[config.mk]
export PLATFORM = sky130hd
export DESIGN_NAME = pipeline_hold_unit
export DESIGN_NICKNAME = d
export VERILOG_FILES = /design/src/rtl/pipeline_hold_unit.sv
export SDC_FILE = /design/constraint.sdc
export NUM_CORES = 1
export LEC_CHECK = 0
export ABC_CLOCK_PERIOD_IN_PS = 4200
export BUFFER_PORTS_ARGS = -buffer_cell sky130_fd_sc_hd__clkbuf_2
export CAP_MARGIN = 20
export CORE_AREA = 2 2 100 121
export CTS_BUF_LIST = sky130_fd_sc_hd__clkbuf_16
export CTS_CLUSTER_SIZE = 8
export DETAILED_ROUTE_END_ITERATION = 10
export DIE_AREA = 0 0 102 123
export HOLD_SLACK_MARGIN = 0.08
export PLACE_DENSITY_LB_ADDON = 0.05
export SETUP_SLACK_MARGIN = 0.1
export SYNTH_ARGS = -nofsm -noshare
export SYNTH_HDL_FRONTEND = slang
export SYNTH_SLANG_ARGS = --single-unit
[constraint.sdc]
create_clock -name clk -period 4.2 [get_ports clk]
set_input_delay 0.42 -clock clk [delete_from_list [all_inputs] [get_ports clk]]
set_output_delay 0.42 -clock clk [all_outputs]
set_load 0.005 [all_outputs]
[src/rtl/pipeline_hold_unit.sv]
// rtl/pipeline_hold_unit.sv - PC, IF/ID and ID/EX registers with hazard hold, flush, bubble and stall-protocol checking
module pipeline_hold_unit (
  input  logic        clk,
  input  logic        reset,
  input  logic        PC_hold,
  input  logic        Instruction_hold,
  input  logic        Stall_Control,
  input  logic        Flush_D,
  input  logic [31:0] PC_Next,
  input  logic [31:0] Instruction_F,
  input  logic [9:0]  Ctrl_D,
  input  logic [4:0]  Rt_D,
  output logic [31:0] PC,
  output logic [31:0] Instruction_D,
  output logic [31:0] PCPlus4_D,
  output logic [9:0]  Ctrl_Ex,
  output logic [4:0]  Rt_Ex,
  output logic        MemRead_Ex,
  output logic [15:0] Stall_Count,
  output logic        Stall_Error
);

  localparam logic [1:0] ST_RUN   = 2'b00;
  localparam logic [1:0] ST_STALL = 2'b01;
  localparam logic [1:0] ST_ERR   = 2'b10;

  logic [31:0] pc_q, pc_d;
  logic [31:0] instr_q, instr_d;
  logic [31:0] pc4_q, pc4_d;
  logic [9:0]  ctrl_q, ctrl_d;
  logic [4:0]  rt_q, rt_d;
  logic [15:0] cnt_q, cnt_d;
  logic [1:0]  state_q, state_d;
  logic        hold_mismatch;

  always_comb begin
    pc_d = PC_hold ? pc_q : PC_Next;

    // Hold outranks flush; a flush seen during hold is simply dropped.
    instr_d = instr_q;
    pc4_d   = pc4_q;
    if (!Instruction_hold) begin
      if (Flush_D) begin
        instr_d = 32'h0000_0000;
        pc4_d   = 32'h0000_0000;
      end else begin
        instr_d = Instruction_F;
        pc4_d   = pc_q + 32'd4;
      end
    end

    ctrl_d = Stall_Control ? 10'd0 : Ctrl_D;
    rt_d   = Stall_Control ? 5'd0  : Rt_D;

    cnt_d = cnt_q;
    if (Stall_Control && (cnt_q != 16'hFFFF)) begin
      cnt_d = cnt_q + 16'd1;
    end

    hold_mismatch = !((PC_hold == Instruction_hold) && (Instruction_hold == Stall_Control));

    state_d = state_q;
    case (state_q)
      ST_RUN:   state_d = Stall_Control ? ST_STALL : ST_RUN;
      ST_STALL: state_d = Stall_Control ? ST_ERR : ST_RUN;
      ST_ERR:   state_d = ST_ERR;
      default:  state_d = ST_ERR;
    endcase
    if (hold_mismatch) begin
      state_d = ST_ERR;
    end
  end

  always_ff @(posedge clk or posedge reset) begin
    if (reset) begin
      pc_q    <= 32'h0000_0000;
      instr_q <= 32'h0000_0000;
      pc4_q   <= 32'h0000_0000;
      ctrl_q  <= 10'd0;
      rt_q    <= 5'd0;
      cnt_q   <= 16'd0;
      state_q <= ST_RUN;
    end else begin
      pc_q    <= pc_d;
      instr_q <= instr_d;
      pc4_q   <= pc4_d;
      ctrl_q  <= ctrl_d;
      rt_q    <= rt_d;
      cnt_q   <= cnt_d;
      state_q <= state_d;
    end
  end

  assign PC            = pc_q;
  assign Instruction_D = instr_q;
  assign PCPlus4_D     = pc4_q;
  assign Ctrl_Ex       = ctrl_q;
  assign Rt_Ex         = rt_q;
  assign MemRead_Ex    = ctrl_q[2];
  assign Stall_Count   = cnt_q;
  assign Stall_Error   = (state_q == ST_ERR);

endmodule
==> results_dict.tcl, run 1 <==
set metrics [dict create \
    layout.cells.most_common_list "clkbuf_2, dfrtp_1, nand2_1" \
    synth_top_area_share_pct 60.27 \
    synth_edf_count 0 \
    min_period_ps 2052 \
    hold_viol_final 0 \
    initial_utilization_pct 46.96 \
    synth_async_sr_flop_share_pct 100.0 \
    synth_cells 435 \
    clk_latency_ps 410 \
    first_pass_iters 5 \
    status "finished clean" \
    tightest_slew_ps 880.3 \
    worstPathCellList "ha_1, nand2_1, nor3_2, nand4_1, xor2_1, o31ai_1" \
    critPathBufInv 0 \
    drt_wl_total_mm 13.15 \
    yosysWarnings 0 \
    clkTransAtPathRegs_ps 60 \
    maxCapViolations 0 \
    gr-usage-met2_pct 34.00 \
    cp.arrival_ps 2370 \
    tritoncts "done" \
    timing.slew.headroom_pct 41.31 \
    diodes 0 \
    cts_made_buffers 17 \
    seq_area_frac_synth_pct 60.27 \
    use_met1_pct 27.51 \
    routed-via-count 4134 \
    fmax_mhz 487.3 \
    finClkSkew_ps 14.27 \
    leakage_nw 3.584 \
    synth-main-ff-cell "dfrtp_1" \
    fin_setup_tns_ps 0 \
    portBuffers 213 \
    ioPinCount 214 \
    grt_pass1_wl_mm 20.54 \
    layout_commonest_cell "clkbuf_2" \
    die_h_um 123 \
    fin_crit_sh_pct 48.86 \
    cp_max_fo 10 \
    ys_seq_elements 129 \
    cts.sinks 129 \
    start_kind "flip-flop" \
    cp-end-kind "flip-flop" \
    synth_area_um2 5356 \
    track_usage_pct 21.42 \
    syn_avg_cell_area_um2 12.31 \
    critPathTopFamily "simple AND/OR/NAND/NOR gates" \
    synth_area_leaders "dfrtp_1, mux2_2, a22o_1" \
    slew_violations 0 \
    die_area_um2 12550 \
    grt-ovfl-total 0 \
    drt_iter0_drc 165 \
    num-nets-final 736 \
    drive_gt1_share_pct 43.50 \
    grt_pass1_vias 3985 \
    syn_to_final_growth_pct 34.22 \
    antenna_found_initial 0 \
    core.rowCount 43 \
    rsz0062_at_grt "no" \
    required_ps 4520 \
    power_density_nw_per_um2 486.6 \
    via_per_inst 5.048 \
    peakVddDrop_uv 244.1 \
    fillCellCount 989 \
    cts_root_buffer "clkbuf_16" \
    yosysTopAreaCell "dfrtp_1" \
    coreArea_um2 11410 \
    cpPeakStageDelay_ps 560 \
    wl_per_cell_um 16.05 \
    drtAntennaViolNets 0 \
    hp-class "in -> reg" \
    met3_usage_pct 5.936 \
    clock_path_buffers 2 \
    finalSetupViolCount 0 \
    power_mw 3.498 \
    drc 0 \
    grt.busiest_layer "met2" \
    dp_hpwl_mm 9.257 \
    crit_slowest_cell "nor3_2" \
    path_class "reg -> reg" \
    die_w_um 102 \
    grt_max_degree 105 \
    place_congestion 0.7934 \
    postSynthNetCount 522 \
    htreeDepth 4 \
    synth_cell_types 42 \
]
==> through the flow <==
step / util (%) / instance area (um^2) / hold WS (ps) / setup slack (ps) / cells
floorplan: - / 5356 / 418.2 / 339.0 / 435
global placement: 57.45 / 6553 / 407.0 / 2223 / 786
detailed placement: 57.45 / 6553 / 420.8 / 2155 / 786
CTS: 63.03 / 7189 / 210.4 / 2148 / 819
global route: 63.03 / 7189 / 212.1 / 1994 / 819
finish: 63.03 / 7189 / 225.9 / 2148 / 819
==> worst register-to-register path, delay by kind of cell (launching register included) <==
family	cells	cell delay, ps
adder cells (fa/ha/maj)	1	290
AND/OR/NAND/NOR	3	850
XOR/XNOR	1	170
flip-flops	1	460
AO/OA/AOI/OAI	1	190
==> cell families after synthesis <==
logic type	Yosys count	synth area share, %
adders and majority gates	2	0.4671
DFF	129	60.27
xor gates and xnor gates	39	6.377
muxes	34	7.125
AOI/OAI and AO/OA	69	8.993
and+or+nand+nor	137	14.62
buffers and inverters	25	2.149
==> metal layers <==
metal	share of wire (%)	wire length (um)
met1	42	5547
met2	49	6403
met3	7.1	933
met4	2.0	264
met5	0	0
==> where the power goes <==
| part | switching, mW | internal (mW) | leakage, nW | total, mW |
|---|---|---|---|---|
| sequential | 0.126 | 1.37 | 1.63 | 1.50 |
| combinational | 0.210 | 0.231 | 1.64 | 0.441 |
| clock | 0.522 | 1.04 | 0.311 | 1.56 |
==> cell type report <==
cell class              instances  area (um^2)  area share (%)
clock buffers                  17        425.4           5.917
clock inverters                15        201.4           2.802
inverters                       3        13.76          0.1914
multi-input cells             281         2013           28.00
flip-flops and latches        129         3228           44.90
well taps                     157        196.4           2.732
repair buffers                217         1111           15.45
==> sequential cells by signal (all words and copies together), names as in the netlist <==
name / flops
Stall_Count: 16
Rt_Ex: 5
PCPlus4_D: 32
Ctrl_Ex: 10
state_q: 2
Instruction_D: 32
PC: 32
==> timing repair <==
item                                   in CTS  in global routing
setup endpoints to repair                   0                  0
buffers inserted                            0                  0
hold buffers                                1                  0
gates resized for setup                     0                  0
endpoints found under the hold margin      25                  0
==> worst paths after layout <==
path / from / end / slack [ps] / cells after the start
max: PC[2]$_DFFE_PP0N_ / PCPlus4_D[14]$_DFFE_PP0N_ / 2150 / 6
min: Rt_D[2] / Rt_Ex[2]$_DFF_PP0_ / 230 / 2
max reg2reg: PC[2]$_DFFE_PP0N_ / PCPlus4_D[14]$_DFFE_PP0N_ / 2150 / 6
min reg2reg: state_q[1]$_DFF_PP0_ / state_q[0]$_DFF_PP0_ / 450 / 1
max in group asynchronous: reset / PCPlus4_D[23]$_DFFE_PP0N_ / 2760 / 4
min in group asynchronous: reset / Instruction_D[29]$_DFFE_PP0N_ / 530 / 3
==> cells in the mapped netlist, types with 2 or more instances <==
library cell	count
xnor2_1	15
nand4_4	2
dfrtp_1	129
o31ai_1	3
buf_1	2
inv_1	3
nor3_2	2
nand3_1	23
nand2_1	44
nor2b_1	16
and4_1	5
ha_1	2
nand4_1	14
and3_1	12
mux2_2	33
clkbuf_1	17
nand2b_1	3
nor2_1	3
a22o_1	32
xor2_1	24
o21ai_0	28
a21oi_1	3
Power figures use the tool's default switching activity.
==> inputs of run 2 (changes only) <==
Settings changed: ABC_CLOCK_PERIOD_IN_PS 4200 to 1900.
Clock period 4.2 ns to 1.9 ns, I/O delays scaled along.
==> run 2 against run 1 <==
Compared with the run above:
- clock power grew 110%
- sequential power rose by 120%
- die area unchanged
- sequential cell count is the same
- design area grew 13%
- register-to-register slack worse by 2000 ps
- critical path depth shrank 1
- critical path type unchanged
- largest power group unchanged
==> results_dict.tcl, run 2 (same netlist as run 1, synthesis figures left out) <==
set metrics [dict create \
    place_area_um2 6716 \
    cp-end-kind "flip-flop" \
    portBuffers 213 \
    maxCapViolations 0 \
    postLayoutSetupSlackWorst_ps 192.3 \
    leakage_nw 4.005 \
    power_mw 7.782 \
    cp.arrival_ps 2060 \
    timing.slew.headroom_pct 54.70 \
    hold_viol_final 0 \
    finClkSkew_ps 7.851 \
    htreeDepth 4 \
    r2r_setup_slack_ps 190 \
    routed-via-count 4641 \
    worstPathCellList "nand3_1, nor3_4, nand4_4, or4_1, nand3_1" \
    status "finished clean" \
    rsz0062_at_grt "no" \
    drt_wl_total_mm 14.87 \
    place_congestion 0.7797 \
    final_cell_area_um2 8139 \
    wl_per_cell_um 16.16 \
    grt_pass1_wl_mm 23.56 \
    die_w_um 102 \
    initial_utilization_pct 46.96 \
    fin_crit_sh_pct 89.88 \
    peakVddDrop_uv 649.1 \
    tritoncts "done" \
    drc 0 \
    cpMostUsedCell "nand3_1" \
    die_h_um 123 \
    required_ps 2250 \
    drive_gt1_share_pct 40.81 \
    grt_pass1_vias 4781 \
    drtAntennaViolNets 0 \
    cts_made_buffers 17 \
    layout_commonest_cell "clkbuf_2" \
    ioPinCount 214 \
    syn_to_final_growth_pct 51.95 \
    fmax_mhz 585.6 \
    fin_setup_tns_ps 0 \
    finalSetupViolCount 0 \
    drt_iter0_drc 175 \
    grt_max_degree 76 \
    power_density_nw_per_um2 956.2 \
    min_period_ps 1708 \
    via_per_inst 5.045 \
    core.rowCount 43 \
    layout.cells.most_common_list "clkbuf_2, dfrtp_1, dlygate4sd3_1" \
    hp-class "in -> reg" \
    critPathBufInv 0 \
    clk_latency_ps 410 \
    path_class "reg -> reg" \
    clkTransAtPathRegs_ps 60 \
    dp.cells 806 \
    coreArea_um2 11410 \
    cts.sinks 129 \
    clock_path_buffers 2 \
    first_pass_iters 4 \
    cp_max_fo 6 \
    cts_root_buffer "clkbuf_16" \
    num-nets-final 836 \
    cpPeakStageDelay_ps 470 \
    dp_hpwl_mm 9.999 \
    pre_cts_ws_ps 143.2 \
    crit_slowest_cell "or4_1" \
    critPathTopFamily "simple AND/OR/NAND/NOR gates" \
    tightest_slew_ps 679.6 \
    antenna_found_initial 1 \
    start_kind "flip-flop" \
    die_area_um2 12550 \
    slew_violations 0 \
    track_usage_pct 24.75 \
    stdcell_count 920 \
    grt-ovfl-total 0 \
]
==> run 2: worst paths after layout <==
| path | startpoint | endpoint | cells after the start |
|---|---|---|---|
| setup / recovery | PC[18]$_DFFE_PP0N_ | PCPlus4_D[31]$_DFFE_PP0N_ | 5 |
| hold / removal | Flush_D | PCPlus4_D[2]$_DFFE_PP0N_ | 2 |
| setup reg to reg | PC[18]$_DFFE_PP0N_ | PCPlus4_D[31]$_DFFE_PP0N_ | 5 |
| hold reg to reg | state_q[1]$_DFF_PP0_ | state_q[0]$_DFF_PP0_ | 1 |
| max in group asynchronous | reset | PC[3]$_DFFE_PP0N_ | 4 |
| min in group asynchronous | reset | Instruction_D[29]$_DFFE_PP0N_ | 4 |
==> run 2: layer usage <==
layer,global-route usage (%),wire length (um),vias up
li1,-,-,2172
met3,8.084,1010,24
met5,0,0,-
met2,42.31,7776,170
met4,10.58,306,0
met1,28.35,5775,2275
==> run 2: power breakdown <==
group / internal, mW / total (mW) / switching (mW)
Sequential: 3.03 / 3.29 / 0.260
Combinational: 0.655 / 1.19 / 0.537
Clock: 2.16 / 3.30 / 1.14
Total: 5.85 / 7.78 / 1.94
==> run 2: final cells by class <==
| class | count | area [um^2] |
|---|---|---|
| antenna | 1 | 2.502 |
| clock buffer | 17 | 425.4 |
| fill | 848 | 3267 |
| tap | 157 | 196.4 |
| clock inverter | 15 | 173.9 |
| sequential | 129 | 3229 |
| inverter | 3 | 15.01 |
| multi-input combinational | 281 | 2024 |
| timing repair buffer | 317 | 2072 |
==> run 2: repair_timing <==
action                                  CTS  global route
hold endpoints to repair                208             0
endpoints found under the setup margin    0             5
buffers inserted                          0             1
resized for setup                         0             3
hold buffers                             80             0
==> run 2: worst reg2reg max path, delay by kind of cell, from the launching register on <==
kind | cells | cell delay (ps)
flops | 1 | 440
simple gates | 5 | 1200
==> run 2: per-stage QoR <==
| step | utilization [%] | hold WS, ps |
|---|---|---|
| 2_1_floorplan | - | 318.4 |
| 4_1_cts | 71.16 | 113.2 |
| 3_5_place_dp | 58.89 | 340.1 |
| 5_1_grt | 71.34 | 152.4 |
| 3_3_place_gp | 58.89 | 337.5 |
| 6_report | 71.36 | 127.3 |
==> inputs of run 3 (changes only) <==
Settings changed: ABC_AREA from default to 0, REMOVE_ABC_BUFFERS from default to 1.
==> run 3 against run 2 <==
Compared with the run above:
- combinational power about the same
- via count down 0.78%
- worst setup slack better by 21 ps
- core utilization down 0.18 points
- critical path depth unchanged
- design area down 0.25%
- die area unchanged
- wire length down 0.97%
- critical path type unchanged
- critical endpoint unchanged
==> results_dict.tcl, run 3 (same netlist as run 1, synthesis figures left out) <==
set metrics [dict create \
    drt_wl_total_mm 14.72 \
    place_area_um2 6683 \
    via_per_inst 5.033 \
    drtAntennaViolNets 0 \
    cp-end-kind "flip-flop" \
    leakage_nw 3.985 \
    internal-power_mw 5.863 \
    reg2reg_from "PC[22]$_DFFE_PP0N_" \
    cts_made_buffers 17 \
    ioPinCount 214 \
    syn_to_final_growth_pct 51.58 \
    fin_crit_sh_pct 88.76 \
    die_h_um 123 \
    hp-class "in -> reg" \
    fmax_mhz 593.0 \
    die_area_um2 12550 \
    finalSetupViolCount 0 \
    final_cell_area_um2 8119 \
    layout.cells.most_common_list "clkbuf_2, dfrtp_1, dlygate4sd3_1" \
    rsz0062_at_grt "yes" \
    cts.sinks 129 \
    first_pass_iters 5 \
    track_usage_pct 23.60 \
    pre_cts_ws_ps 170.7 \
    num-nets-final 832 \
    grt_pass1_wl_mm 22.67 \
    antenna_found_initial 0 \
    routed-via-count 4605 \
    ff2ff_path_depth 5 \
    hold_depth 2 \
    hold_viol_final 0 \
    maxCapViolations 0 \
    cts_root_buffer "clkbuf_16" \
    htreeDepth 4 \
    grt_pass1_vias 4687 \
    portBuffers 213 \
    power_mw 7.863 \
    p_sw_share_pct 25.43 \
    postLayoutSetupSlackWorst_ps 213.6 \
    dp_hpwl_mm 9.713 \
    grt_max_degree 58 \
    drc 0 \
    tightest_slew_ps 541.0 \
    path_class "reg -> reg" \
    peakVddDrop_uv 747.3 \
    die_w_um 102 \
    reg2reg_to "PCPlus4_D[31]$_DFFE_PP0N_" \
    core.rowCount 43 \
    post-cts-setup-buffers 0 \
    layout_commonest_cell "clkbuf_2" \
    cp_max_fo 6 \
    place_congestion 0.8216 \
    stdcell_count 915 \
    drt_iter0_drc 196 \
    hold_ws_ps 118.3 \
    slew_violations 0 \
    tritoncts "done" \
    power_density_nw_per_um2 968.5 \
    r2r_setup_slack_ps 210 \
    dp.cells 803 \
    p_switching_mw 2.000 \
    required_ps 2250 \
    regArea_um2 3231 \
    diodes 0 \
    grt-ovfl-total 0 \
    initial_utilization_pct 46.96 \
    start_kind "flip-flop" \
    min_period_ps 1686 \
    multiInputGateArea_um2 2029 \
    crit_path_end "PCPlus4_D[31]$_DFFE_PP0N_" \
    power_frac_seq_pct 42.0 \
    fillCellCount 844 \
    cp.arrival_ps 2030 \
    clk_latency_ps 410 \
    timing.slew.headroom_pct 63.93 \
    clkTransAtPathRegs_ps 60 \
    clock_path_buffers 2 \
    drive_gt1_share_pct 41.16 \
    comb_power_share_pct 14.9 \
    coreArea_um2 11410 \
    cp-startpoint "PC[22]$_DFFE_PP0N_" \
    clkPwrFrac_pct 43.1 \
    status "finished clean" \
    finClkSkew_ps 6.934 \
    wl_per_cell_um 16.09 \
]
-- run 3: area by class of cell --
cell class,count,share of cell area (%)
clock buffer,17,5.240
clock inverter,15,2.358
inverter,3,0.2003
multi-input combinational,281,25.00
sequential,129,39.79
tap,157,2.419
timing repair buffer,313,25.00
-- run 3: per-layer routing --
metal	wire, um	vias up	GRT usage (%)
li1	-	2169	-
met1	5940	2210	28.10
met2	7362	194	39.56
met3	1033	32	6.444
met4	386	0	11.17
met5	0	-	0
-- run 3: worst min-delay path by stage --
stage | startpoint | endpoint | slack, ps
after detailed placement | reset | Rt_Ex[0]$_DFF_PP0_ | 280
after global placement | reset | Ctrl_Ex[5]$_DFF_PP0_ | 280
after global routing | Flush_D | PCPlus4_D[2]$_DFFE_PP0N_ | 120
after floorplan | Stall_Control | Ctrl_Ex[0]$_DFF_PP0_ | 260
after CTS | Flush_D | PCPlus4_D[2]$_DFFE_PP0N_ | 110
final | Flush_D | PCPlus4_D[2]$_DFFE_PP0N_ | 120
-- run 3: power by group through the flow --
stage | clock network (mW) | registers, mW | logic, mW
2_1_floorplan | 0 | 3.33 | 0.426
3_3_place_gp | 0 | 3.33 | 1.03
3_5_place_dp | 0 | 3.34 | 1.04
4_1_cts | 3.46 | 3.30 | 1.17
5_1_grt | 3.55 | 3.35 | 1.30
6_report | 3.39 | 3.30 | 1.17
-- run 3: metrics by stage --
stage | setup TNS, ps | utilization [%]
floorplan | -223300 | -
global placement | 0 | 58.59
detailed placement | 0 | 58.59
CTS | 0 | 71.02
global route | 0 | 71.18
finish | 0 | 71.18
-- run 3: worst max-delay path, cell delays in order (launching register included) --
cell and delay [ps]:
dfrtp_1 450, nand4_1 240, nor3_4 240, nand4_4 140
or4_1 470, nand3_1 90
-- run 3: timing repair --
item                                    4_1_cts  5_1_grt
endpoints found under the setup margin        0       10
hold buffers                                 80        0
gates resized for setup                       0        6
hold endpoints to repair                    133        0
